### src/rtl/pipelinedec_pkg.sv
// Shared Hamming helpers for the pipelined syndrome corrector.
// Functions work on the widest supported codeword (M=6, N=63); callers
// zero-extend their word and truncate the result to their own width.
package pipelinedec_pkg;

    localparam int DEF_M = 4;
    localparam int MAX_M = 6;
    localparam int MAX_N = (1 << MAX_M) - 1;

    // XOR of the 1-based positions of every set bit in the codeword.
    function automatic logic [MAX_M-1:0] syndrome(input logic [MAX_N-1:0] word, input int m);
        logic [MAX_M-1:0] s;
        s = '0;
        for (int i = 0; i < MAX_N; i++) begin
            if ((i < (1 << m) - 1) && word[i]) begin
                s = s ^ MAX_M'(i + 1);
            end
        end
        return s;
    endfunction

    // One-hot mask selecting bit syn-1; all zeros when syn is zero.
    function automatic logic [MAX_N-1:0] onehot_mask(input logic [MAX_M-1:0] syn, input int m);
        logic [MAX_N-1:0] mask;
        mask = '0;
        for (int i = 0; i < MAX_N; i++) begin
            if ((i < (1 << m) - 1) && (int'(syn) == i + 1)) begin
                mask[i] = 1'b1;
            end
        end
        return mask;
    endfunction

endpackage

### src/rtl/pipelined_syndrome_corrector_xor_vec.sv
// Combinational W-bit XOR, used to flip the erroneous bit of a codeword.
module xor_vec #(
    parameter int W = 15
) (
    input  logic [W-1:0] a,
    input  logic [W-1:0] b,
    output logic [W-1:0] y
);

    assign y = a ^ b;

endmodule

### src/rtl/pipelined_syndrome_corrector.sv
// Three-stage pipelined Hamming single-error corrector with valid/ready
// handshake. Stage 1 captures the word, stage 2 forms the syndrome, stage 3
// flips the addressed bit. All stages advance together; bubbles are kept.
// Optional feature macro ERR_COUNT_EN adds a saturating 16-bit err_count
// output counting delivered words that needed correction.
module pipelined_syndrome_corrector
    import pipelinedec_pkg::*;
#(
    parameter  int M = DEF_M,
    localparam int N = (1 << M) - 1
) (
    input  logic          clk,
    input  logic          rst_n,
    input  logic          in_valid,
    output logic          in_ready,
    input  logic [N-1:0]  in_word,
    output logic          out_valid,
    input  logic          out_ready,
    output logic [N-1:0]  out_word,
    output logic [M-1:0]  out_syn,
    output logic          out_err
`ifdef ERR_COUNT_EN
    ,
    output logic [15:0]   err_count
`endif
);

    logic         adv;
    logic         vld_p0;
    logic         vld_p1;
    logic [N-1:0] word_p0;
    logic [N-1:0] word_p1;
    logic [M-1:0] syn_p1;
    logic [M-1:0] syn_c;
    logic [N-1:0] mask_c;
    logic [N-1:0] fixed_c;

    // The whole pipe moves whenever the output slot is empty or draining.
    assign adv      = !out_valid || out_ready;
    assign in_ready = adv;

    // Valid bits travel with the data; reset drops every in-flight word.
    always_ff @(posedge clk) begin
        if (!rst_n) begin
            vld_p0    <= 1'b0;
            vld_p1    <= 1'b0;
            out_valid <= 1'b0;
        end else if (adv) begin
            vld_p0    <= in_valid;
            vld_p1    <= vld_p0;
            out_valid <= vld_p1;
        end
    end

    // Stage 1: capture the received codeword.
    always_ff @(posedge clk) begin
        if (adv) begin
            word_p0 <= in_word;
        end
    end

    // Stage 2: syndrome as an XOR tree over set-bit positions.
    assign syn_c = M'(syndrome(MAX_N'(word_p0), M));

    always_ff @(posedge clk) begin
        if (adv) begin
            word_p1 <= word_p0;
            syn_p1  <= syn_c;
        end
    end

    // Stage 3: decode syndrome to a one-hot mask and flip that bit.
    assign mask_c = N'(onehot_mask(MAX_M'(syn_p1), M));

    xor_vec #(.W(N)) u_fix (
        .a (word_p1),
        .b (mask_c),
        .y (fixed_c)
    );

    always_ff @(posedge clk) begin
        if (!rst_n) begin
            out_word <= '0;
            out_syn  <= '0;
            out_err  <= 1'b0;
        end else if (adv) begin
            out_word <= fixed_c;
            out_syn  <= syn_p1;
            out_err  <= |syn_p1;
        end
    end

`ifdef ERR_COUNT_EN
    function automatic logic [15:0] sat_inc(input logic [15:0] v);
        return (v == 16'hFFFF) ? v : v + 16'd1;
    endfunction

    // Count corrected words as they leave; sticks at all-ones.
    always_ff @(posedge clk) begin
        if (!rst_n) begin
            err_count <= '0;
        end else if (out_valid && out_ready && out_err) begin
            err_count <= sat_inc(err_count);
        end
    end
`endif

endmodule

### config.mk
export PLATFORM = sky130hd
export DESIGN_NAME = pipelined_syndrome_corrector
export DESIGN_NICKNAME = d
export VERILOG_FILES = /design/src/rtl/pipelinedec_pkg.sv /design/src/rtl/pipelined_syndrome_corrector_xor_vec.sv /design/src/rtl/pipelined_syndrome_corrector.sv
export SDC_FILE = /design/constraint.sdc
export NUM_CORES = 1
export LEC_CHECK = 0
export ABC_AREA = 1
export BUFFER_PORTS_ARGS = -buffer_cell sky130_fd_sc_hd__buf_2
export CAP_MARGIN = 20
export CELL_PAD_IN_SITES_DETAIL_PLACEMENT = 0
export CELL_PAD_IN_SITES_GLOBAL_PLACEMENT = 1
export CORE_MARGIN = 8
export CORE_UTILIZATION = 43
export CTS_CLUSTER_SIZE = 30
export DETAILED_ROUTE_END_ITERATION = 7
export PLACE_DENSITY = 0.91
export SYNTH_ARGS = -nofsm -noshare
export SYNTH_HDL_FRONTEND = slang
export SYNTH_SLANG_ARGS = --single-unit
### constraint.sdc
create_clock -name clk -period 1.7 [get_ports clk]
set_input_delay 0.255 -clock clk [delete_from_list [all_inputs] [get_ports clk]]
set_output_delay 0.255 -clock clk [all_outputs]
set_load 0.01 [all_outputs]
# After elaboration in Yosys (flattened, before gate mapping)
# Index checks and enable logic that the tools add are counted.
op_classes:
  n_eq_ne: 15
  n_mux: 30
  bitwise: 15
  n_reduce_logical: 3
ops:
  columns: ["operator", "n"]
  rows:
  - ["4-bit == test (second input constant)", 8]
  - ["4-bit 2-to-1 mux", 8]
  - ["4-bit by 3-bit == test with 1-bit output (second input constant)", 4]
  - ["1-bit 2-to-1 mux", 16]
  - ["15-bit bitwise XOR", 1]
  - ["3-bit 2-to-1 mux", 4]
  - ["2-bit NOT", 6]
  - ["3-bit NOT", 4]
  - ["4-bit by 2-bit == test with 1-bit output (second input constant)", 2]
  - ["4-bit by 1-bit == test with 1-bit output (second input constant)", 1]
  - ["2-bit 2-to-1 mux", 2]
  - ["4-bit NOT", 1]
  - ["4-bit OR reduction", 1]
  - ["1-bit NOT (first input constant)", 3]
  - ["1-bit zero test", 1]
  - ["1-bit logical OR", 1]
totals:
  regBits: 57
  inputBits: 19
  out_inout_bits: 22
  wordCells: 72

# Depth between registers and ports, before layout
depth:
  ltp_word: 26
  depth_mapped: 10
  ltp_nobuf: 10

# Cells and area by module
# Synthesis repeated with hierarchy kept, for this count alone.
unflattened:
  hier_cells: 311
  hier_area_um2: 2596.2
by_module_without_submodules:
  columns: ["mod", "instances", "cells_per_inst", "area_per_inst_um2", "seq_area_each_um2"]
  rows:
  - ["pipelined_syndrome_corrector", 1, 236, 2314.7, 1481.4]
  - ["xor_vec", 1, 75, 281.5, 0.0]

# Least setup slack after synthesis
# No wires, ideal clock.
synth_timing:
  kind: "register to register"
  start: "reg out_valid"
  end: "reg syn_p1[0], enable pin"
  setup_ns: 0.380
  t_arrival_ns: 1.139
  required_time_ns: 1.320
  setup_slack_ns: 0.181
  stages_incl_launch_ff: 5
  n_path_buf: 2
  synth_period_minus_slack_ns: 1.519
  path_cell_list: "dfxtp_1 inv_1 or2_1 buf_6 buf_2"
synth_between:
  elab_chain_cells: 2
synth_lines:
  columns: ["element", "line", "source"]
  rows:
  - ["start: declaration", "pipelined_syndrome_corrector.sv:17", "output logic out_valid,"]
  - ["start signal: assignment", "pipelined_syndrome_corrector.sv:51", "out_valid <= vld_p1;"]
  - ["1-bit zero test", "pipelined_syndrome_corrector.sv:39", "assign adv = !out_valid || out_ready;"]
  - ["1-bit logical OR", "pipelined_syndrome_corrector.sv:39", null]
  - ["net in_ready", "pipelined_syndrome_corrector.sv:15", "output logic in_ready,"]
  - ["end signal: assignment", "pipelined_syndrome_corrector.sv:68", "syn_p1 <= syn_c;"]
  - ["end: declaration", "pipelined_syndrome_corrector.sv:33", "logic [M-1:0] syn_p1;"]
# The timed path passes the listed nets, and every way through them passes these cells.
# A chain may end at the register's enable or synchronous reset.

# Final worst setup path
layout_timing:
  start: "reg out_valid"
  end: "out in_ready"
layout_between:
  elab_chain_cells: 2
layout_lines:
  columns: ["element", "line"]
  rows:
  - ["1-bit zero test", "pipelined_syndrome_corrector.sv:39"]
  - ["1-bit logical OR", "pipelined_syndrome_corrector.sv:39"]
  - ["end: declaration", "pipelined_syndrome_corrector.sv:15"]
# Every way passes these cells.

==> insert_results.sql <==
INSERT INTO impl_metrics (metric_group, metric, value, unit) VALUES
('setup_path', 'worst_r2r_end', 'out_word[10]', ''),
('placement', 'detailed_place_hpwl', '3350', 'um'),
('min_path', 'holdPathEnd', 'word_p0[4]', ''),
('sta', 'grt_setup_unrepaired', 'false', ''),
('clocking', 'worst_setup_hold_path_clk_slew', '0.06', 'ns'),
('yosys', 'synth_sequential_area_ratio', '60.5', '%'),
('status', 'outcome', 'finished clean', ''),
('sta', 'timing_hold_violations_final', '0', ''),
('sta', 'setup_viol', '0', ''),
('yosys', 'asyncSetResetFlopFracSynth', '0', '%'),
('yosys', 'synthDistinctLibCells', '25', ''),
('placement', 'gp_congestion', '0.768', ''),
('yosys', 'postSynthCellCount', '238', ''),
('placement', 'count_of_port_buffers_added_during_placement', '40', ''),
('sta', 'final.setup_skew', '0.00640', 'ns'),
('placement', 'total_placed_instance_area', '0.00272', 'mm^2'),
('global_route', 'grt_antenna_before_repair', '0', ''),
('yosys', 'synth_edf_count', '34', ''),
('setup_path', 'worstSetupStartpointType', 'flop', ''),
('clocking', 'clockRootBuffer', 'sky130_fd_sc_hd__clkbuf_8', ''),
('power', 'worst_ir_drop_vdd', '0.835', 'mV'),
('sta', 'worst_slew_pin_slew', '0.371', 'ns'),
('drt', 'routed_wl', '4540', 'um'),
('power', 'powerDensity', '1260', 'mW/mm^2'),
('clocking', 'cts_max_path_buffers', '2', ''),
('yosys', 'synthMuxAreaShare', '0', '%'),
('setup_path', 'reg2reg_depth', '6', ''),
('drt', 'first_pass_iters', '4', ''),
('yosys', 'yosys_warnings', '0', ''),
('drt', 'route.antenna.remaining_nets', '0', ''),
('clocking', 'post-cts-setup-buffers', '0', ''),
('min_path', 'worstHoldPathType', 'input port to flop', ''),
('die', 'top_level_ports', '41', ''),
('global_route', 'maximum_number_of_pins_on_one_net_before_global_route_repair', '24', ''),
('clocking', 'ctsHoldBuffers', '0', ''),
('yosys', 'synth_top_family_by_area', 'simple AND/OR/NAND/NOR gates', ''),
('setup_path', 'critPathRequiredTime', '1.44', 'ns'),
('setup_path', 'path_class', 'flop to output port', ''),
('drt', 'wl_per_cell', '12.5', 'um'),
('global_route', 'grt_remaining_overflow', '0', ''),
('clocking', 'ctsHtreeMaxLevel', '3', ''),
('die', 'die_height', '91.5', 'um'),
('min_path', 'hold-path-cell-count', '1', ''),
('sta', 'post_route_clock_period_utilization', '93.8', '%'),
('layout', 'layout_commonest_cell', 'sky130_fd_sc_hd__nand2_1', ''),
('setup_path', 'cp_data_arrival_time', '1.34', 'ns'),
('sta', 'totalNegativeSetupSlack', '0', 'ns'),
('layout', 'drive_above_1_share', '22.3', '%'),
('yosys', 'synth_fa_ha_area_share', '0', '%'),
('drt', 'route.top_layer_used', 'met4', ''),
('clocking', 'numClockSinks', '57', ''),
('die', 'design.core.area', '0.00551', 'mm^2'),
('yosys', 'netlist_area', '0.00245', 'mm^2'),
('setup_path', 'crit_path_top_delay_cell', 'sky130_fd_sc_hd__or2_2', ''),
('drt', 'dr_wl_met2', '2070', 'um'),
('layout', 'final.fill_count', '506', ''),
('layout', 'num_antenna_cells', '0', ''),
('layout', 'multi_input_comb_area', '811', 'um^2'),
('layout', 'sequential_cell_area', '0.00148', 'mm^2'),
('drt', 'drcViolationCount', '0', ''),
('drt', 'met3RoutedLength', '347', 'um'),
('setup_path', 'reg2reg_setup_slack', '0.28', 'ns'),
('die', 'floorplan.rows', '27', ''),
('clocking', 'cts_tree', 'yes', ''),
('layout', 'area_growth', '19.7', '%'),
('setup_path', 'crit-reg2reg-launch', 'out_valid', ''),
('setup_path', 'critical_path_capture_point_type', 'output port', ''),
('setup_path', 'timing.critical_path.cells', 'inv_1, or2_2, buf_2', ''),
('drt', 'vias', '1667', ''),
('clocking', 'cts-buffers-inserted', '9', ''),
('die', 'die_w', '91.5', 'um');
## how the worst max path moves through the flow
stage	start	endpoint	slack (ns)
2_1_floorplan	out_valid	syn_p1[0]	0.18
3_3_place_gp	out_ready	out_word[6]	0.30
3_5_place_dp	out_ready	out_word[10]	0.27
4_1_cts	out_valid	in_ready	0.07
5_1_grt	out_valid	in_ready	0.02
6_report	out_valid	in_ready	0.11
## cell usage after synthesis, types with 2 or more instances
cell type | instances | area (um^2)
sky130_fd_sc_hd__nand2_1 | 44 | 165
sky130_fd_sc_hd__a21oi_1 | 9 | 45.0
sky130_fd_sc_hd__buf_2 | 2 | 10.0
sky130_fd_sc_hd__or2_2 | 2 | 12.5
sky130_fd_sc_hd__inv_1 | 27 | 101
sky130_fd_sc_hd__buf_6 | 2 | 22.5
sky130_fd_sc_hd__xnor2_1 | 15 | 131
sky130_fd_sc_hd__o21ai_0 | 13 | 65.1
sky130_fd_sc_hd__dfxtp_1 | 23 | 460
sky130_fd_sc_hd__nand2b_1 | 2 | 12.5
sky130_fd_sc_hd__xor2_1 | 16 | 140
sky130_fd_sc_hd__edfxtp_1 | 34 | 1020
sky130_fd_sc_hd__o21ai_1 | 8 | 40.0
sky130_fd_sc_hd__o21bai_1 | 10 | 75.1
sky130_fd_sc_hd__nand3_1 | 10 | 50.1
sky130_fd_sc_hd__inv_2 | 2 | 7.51
sky130_fd_sc_hd__nor2_1 | 11 | 41.3
## cells by family after synthesis
group / count (synthesis)
simple gates: 72
flops: 57
compound gates: 42
buf+inv: 36
xor+xnor: 31
## metrics by stage
step	setup WS, ns	total power (W)	util, %	hold WS (ns)
CTS	0.0729	0.00376	53.2	0.0734
global placement	0.297	0.00239	49.4	0.432
detailed placement	0.274	0.00240	49.4	0.433
global route	0.0172	0.00392	53.2	0.0643
finish	0.106	0.00370	53.2	0.0937
floorplan	0.181	0.00220	-	0.354
## metal layers
layer | track usage [%] | vias up
li1 | - | 872
met1 | 13.3 | 745
met2 | 17.3 | 46
met3 | 6.83 | 4
met4 | 5.46 | 0
met5 | 0 | -
## area by class of cell
class / instances / area share (%)
clock buffer: 10 / 4.35
clock inverter: 6 / 2.82
inverter: 29 / 3.71
multi-input combinational: 145 / 27.7
sequential: 57 / 50.5
tap: 72 / 3.07
timing repair buffer: 44 / 7.85
## power by group
part | internal, W | switching (W)
clock | 0.000817 | 0.000522
sequential | 0.00165 | 0.000123
combinational | 0.000252 | 0.000341
## flip-flops by register name, summed over array words and instances, names as in the netlist
signal	cells
out_syn	4
vld_p1	1
out_word	15
word_p0	15
syn_p1	4
vld_p0	1
word_p1	15
out_valid	1
out_err	1
## worst max-delay path: cells and delay by family, from the launching register on
kind,cells,cell delay (ns)
flops,1,0.32
buf+inv,2,0.25
simple gates,1,0.43
Note: power is estimated with default switching activity, not from simulation.
